**src/rtl/sync_fifo_ctrl.sv**
```systemverilog
// Synchronous FIFO controller that drives an external 16x8 dual-port RAM with a registered read port.
// Define SYNC_FIFO_CTRL_ERR_FLAGS_EN to add sticky overflow/underflow outputs.
module sync_fifo_ctrl #(
  parameter int DATA_WIDTH = 8,
  parameter int DEPTH      = 16,
  parameter int ADDR_SIZE  = 4
) (
  input  logic                  clk,
  input  logic                  rst,
  input  logic                  push,
  input  logic [DATA_WIDTH-1:0] din,
  input  logic                  pop,
  output logic [DATA_WIDTH-1:0] dout,
  output logic                  dout_valid,
  output logic                  full,
  output logic                  empty,
  output logic [ADDR_SIZE:0]    count,
  output logic                  ram_write,
  output logic [ADDR_SIZE-1:0]  ram_wr_addr,
  output logic [DATA_WIDTH-1:0] ram_wr_data,
  output logic                  ram_read,
  output logic [ADDR_SIZE-1:0]  ram_rd_addr,
  input  logic [DATA_WIDTH-1:0] ram_rd_data
`ifdef SYNC_FIFO_CTRL_ERR_FLAGS_EN
  ,
  output logic                  overflow,
  output logic                  underflow
`endif
);

  localparam logic [ADDR_SIZE:0] PTR_ONE   = (ADDR_SIZE+1)'(1);
  localparam logic [ADDR_SIZE:0] DEPTH_CNT = (ADDR_SIZE+1)'(DEPTH);

  logic [ADDR_SIZE:0] wr_ptr_reg, wr_ptr_next;
  logic [ADDR_SIZE:0] rd_ptr_reg, rd_ptr_next;
  logic [ADDR_SIZE:0] count_reg, count_next;
  logic               full_reg, empty_reg;
  logic               dout_valid_reg;
  logic               push_ok, pop_ok;

  // A pop frees a slot in the same cycle, so a push on full is allowed alongside it.
  assign pop_ok  = pop & ~empty_reg;
  assign push_ok = push & (~full_reg | pop_ok);

  always_comb begin
    wr_ptr_next = wr_ptr_reg;
    rd_ptr_next = rd_ptr_reg;
    count_next  = count_reg;
    if (push_ok) wr_ptr_next = wr_ptr_reg + PTR_ONE;
    if (pop_ok)  rd_ptr_next = rd_ptr_reg + PTR_ONE;
    case ({push_ok, pop_ok})
      2'b10:   count_next = count_reg + PTR_ONE;
      2'b01:   count_next = count_reg - PTR_ONE;
      default: count_next = count_reg;
    endcase
  end

  always_ff @(posedge clk) begin
    if (rst) begin
      wr_ptr_reg     <= '0;
      rd_ptr_reg     <= '0;
      count_reg      <= '0;
      full_reg       <= 1'b0;
      empty_reg      <= 1'b1;
      dout_valid_reg <= 1'b0;
    end else begin
      wr_ptr_reg     <= wr_ptr_next;
      rd_ptr_reg     <= rd_ptr_next;
      count_reg      <= count_next;
      full_reg       <= (count_next == DEPTH_CNT);
      empty_reg      <= (count_next == '0);
      dout_valid_reg <= pop_ok;
    end
  end

  assign ram_write   = push_ok;
  assign ram_wr_addr = wr_ptr_reg[ADDR_SIZE-1:0];
  assign ram_wr_data = din;
  assign ram_read    = pop_ok;
  assign ram_rd_addr = rd_ptr_reg[ADDR_SIZE-1:0];

  assign dout       = ram_rd_data;
  assign dout_valid = dout_valid_reg;
  assign full       = full_reg;
  assign empty      = empty_reg;
  assign count      = count_reg;

`ifdef SYNC_FIFO_CTRL_ERR_FLAGS_EN
  logic overflow_reg, underflow_reg;

  always_ff @(posedge clk) begin
    if (rst) begin
      overflow_reg  <= 1'b0;
      underflow_reg <= 1'b0;
    end else begin
      if (push & full_reg & ~pop) overflow_reg  <= 1'b1;
      if (pop & empty_reg)        underflow_reg <= 1'b1;
    end
  end

  assign overflow  = overflow_reg;
  assign underflow = underflow_reg;
`endif

endmodule

```
**config.mk**
```make
export PLATFORM = sky130hd
export DESIGN_NAME = sync_fifo_ctrl
export DESIGN_NICKNAME = d
export VERILOG_FILES = /design/src/rtl/sync_fifo_ctrl.sv
export SDC_FILE = /design/constraint.sdc
export NUM_CORES = 1
export LEC_CHECK = 0
export BUFFER_PORTS_ARGS = -buffer_cell sky130_fd_sc_hd__buf_2
export CAP_MARGIN = 0
export CORE_MARGIN = 2
export CORE_UTILIZATION = 42
export DETAILED_ROUTE_END_ITERATION = 8
export PLACE_DENSITY = 0.74
export SLEW_MARGIN = 20
export SYNTH_ARGS = -nofsm -noshare
export SYNTH_HDL_FRONTEND = slang
export SYNTH_SLANG_ARGS = --single-unit
```
**constraint.sdc**
```tcl
create_clock -name clk -period 3.1 [get_ports clk]
set_clock_uncertainty 0.2 [all_clocks]
set_input_delay 0.465 -clock clk [delete_from_list [all_inputs] [get_ports clk]]
set_output_delay 0.465 -clock clk [all_outputs]
set_load 0.02 [all_outputs]
```
==> summary.md <==
| Metric | Value |
|---|---|
| RSZ-0062 raised after global routing | no |
| Core box area | 2150 um^2 |
| Synthesized flop and latch total | 16 |
| First-pass GRT wire length | approximately 2500 um |
| Critical Path Source Type | register |
| Synthesized cell area | 927 um^2 |
| Pin count of the biggest net entering global routing | 17 |
| Post-synth ARST share | 0 |
| Initial antenna violation count | 0 |
| Final Max Tran Viols | 0 |
| Remaining DRCs | 0 |
| Power Density | 692 nW/um^2 |
| Die height | 51.0 um |
| CP Launch Point | empty |
| Via count | 650 |
| TritonCTS buffer count | 3 |
| Max Cap Viol | 0 |
| CTS clock-pin slew for the worst setup and hold paths | 0.08 ns |
| TritonRoute pass-1 iters | 2 |
| Post-synthesis instance total | 103 |
| Top FF cell, synth | dfxtp_1 |
| Placed cells | between 100 and 150 |
| Bufs and invs on worst path | 1 |
| Final Hold Vio Count | 0 |
| PnR worst setup slack | approximately 0.44 ns |
| Status | completed |
| Critical path's slowest cell | a221oi_1 |
| Clock sinks | 16 |
| Setup-failing EPs final | 0 |
| Crit-path max FO | 4 |
| Most frequent cell after synthesis | buf_4 |
| Synth area leader | dfxtp_1 |
| Gpl congestion | 0.768 |
| CTS tree | yes |
| Crit share post-route | 0.859 |
| Syn_area_per_cell | between 9 and 10 um^2 |
| Worst Path Class, Setup | register to register |
| Number of global-route vias before repair | around 590 |
| Gr ovfl total | 0 |
| I/O pin total | 54 |
| Post-synth EDFFs | 0 |
| Routed len/inst | 11.6 um |
| Crit-path cells | nand2b_1, a21boi_2, inv_1, ha_1, xor2_1, ha_1, a21o_1, a221oi_1, nor3_2, xnor2_2, nor4b_2 |
| Worst Path Arrival | 2.66 ns |
| Port Buffer Count | 21 |
| Ant. Diodes | 0 |
| Row count | 17 |
| Fin nets | around 140 |
| Worst Tran Pin Value | about 0.32 ns |
| YS warnings | 0 |
| Gr usage total | 0.126 |
| R2R Path End | full |
| R2r worst-path depth | 11 |
| Drt via density | 4.78 |
| DIE WIDTH | 51.0 um |
| CP Capture Point | full |
| Starting Density | 0.432 |
| F_max | 376 MHz |
| Routed Antenna Nets | 0 |
| Total Wirelength | 1570 um |
| CTS root buffer | clkbuf_4 |
| Slowest cell delay on critical path | 0.32 ns |
| Fillers | 220 |
| Cts hold-fix bufs | 0 |
| VDD IR max | approximately 0.36 mV |
| Non-filler cells, final | 136 |
| CTS H-Tree Depth | 1 |
| Max FFs per register | 5 |
| Post-CTS Setup Repair Bufs | 0 |
| Worst Hold Class | register to register |
| DR iter-0 viols | 6 |
| Post_cts resized | 0 |
| Worst r2r src | empty |
| Worst slack at placement | 0.282 ns |
| Syn nets | 128 |
| Synth top area cells | dfxtp_1 (35%), buf_4 (15%), nor2_1 (6.9%) |
| HPWL Detailed | 1240 um |
| Layout cells sized above 1 | 0.278 |
| CP required | between 3 and 4 ns |
| Die area | 2600 um^2 |
| P_leak | about 0.47 nW |
| FF-to-FF setup slack | 0.44 ns |
| Min cycle time layout | 2.66 ns |
| Maximum buffer depth of the clock tree | 2 |
| Post-synthesis cell type count | 30 |
| Sequential element share of the synthesized area | 0.345 |
| Syn-to-layout area delta | 2.56% |
| Post-synth top area share | 0.345 |
| Worst-skew pair later-pin latency | 0.28 ns |
| Power Total | 658 uW |
| Cell repeated most along the worst path | ha_1 |
| Synth top cells by count | buf_4 (18), nor2_1 (17), dfxtp_1 (16) |
| Setup crit end kind | register |
| Post-Route Setup TNS | 0 ns |
| WP depth | 11 |
| Top cell family by delay on the critical path | compound AO/OA/AOI/OAI gates |
| Worst rel slew slack | 0.786 |
## kinds of logic after synthesis
logic type / synth area share
buffers and inverters: 0.178
and+or+nand+nor: 0.179
AOI/OAI and AO/OA: 0.0850
adders and majority gates: 0.0675
DFF: 0.345
muxes: 0.0324
xor gates and xnor gates: 0.112
## cell usage in the layout, fill, tap and decap left out, types with 2 or more instances in the layout
| master | netlist | final |
|---|---|---|
| a21oi_1 | 2 | 2 |
| dfxtp_1 | 16 | 16 |
| xor2_1 | 7 | 7 |
| buf_4 | 18 | 2 |
| nand2_1 | 7 | 7 |
| clkbuf_4 | 0 | 3 |
| mux2i_1 | 3 | 3 |
| buf_2 | 0 | 21 |
| inv_1 | 3 | 3 |
| nand4_1 | 2 | 2 |
| ha_1 | 5 | 5 |
| nor2_1 | 17 | 17 |
| xnor2_1 | 3 | 3 |
## where the power goes
group          total (mW)  internal, mW  switching, mW
registers           0.281         0.239         0.0422
logic               0.276         0.115          0.160
clock network       0.101        0.0450         0.0564
total               0.658         0.399          0.259
## final cells by class
class | instances | area, um^2 | share of cell area
multi-input combinational | 63 | 442 | 0.464
sequential | 16 | 320 | 0.337
timing repair buffer | 23 | 120 | 0.126
tap | 28 | 35.0 | 0.0368
clock buffer | 3 | 22.5 | 0.0237
inverter | 3 | 11.3 | 0.0118
## worst min-delay path by stage
stage             startpoint            end  cells after the start
3_3_place_gp   rd_ptr_reg[1]  rd_ptr_reg[1]                      2
5_1_grt        rd_ptr_reg[1]  rd_ptr_reg[1]                      2
6_report       rd_ptr_reg[1]  rd_ptr_reg[1]                      2
4_1_cts        rd_ptr_reg[1]  rd_ptr_reg[1]                      2
3_5_place_dp   rd_ptr_reg[1]  rd_ptr_reg[1]                      2
2_1_floorplan  rd_ptr_reg[1]  rd_ptr_reg[1]                      2
## worst reg2reg max path, cell delays in order (launching register included)
cell and delay (ns):
dfxtp_1 0.31, nand2b_1 0.19, a21boi_2 0.18, inv_1 0.08, ha_1 0.23, xor2_1 0.17
ha_1 0.22, a21o_1 0.19, a221oi_1 0.32, nor3_2 0.11, xnor2_2 0.17, nor4b_2 0.24
## per-layer routing
metal  up-vias  global-route usage  wire length (um)
met1       301               0.142               674
met4         0              0.0360                17
met3         4              0.0526               102
met5         -                   0                 0
li1        333                   -                 -
met2        12               0.214               777
## metrics by stage
step | cell area [um^2] | util | hold WS (ns)
after floorplan | 927 | - | 0.360
after global placement | 928 | 0.432 | 0.287
after detailed placement | 928 | 0.432 | 0.298
after CTS | 951 | 0.443 | 0.310
after global routing | 951 | 0.443 | 0.327
final | 951 | 0.443 | 0.307
Note: power is estimated with default switching activity, not from simulation.
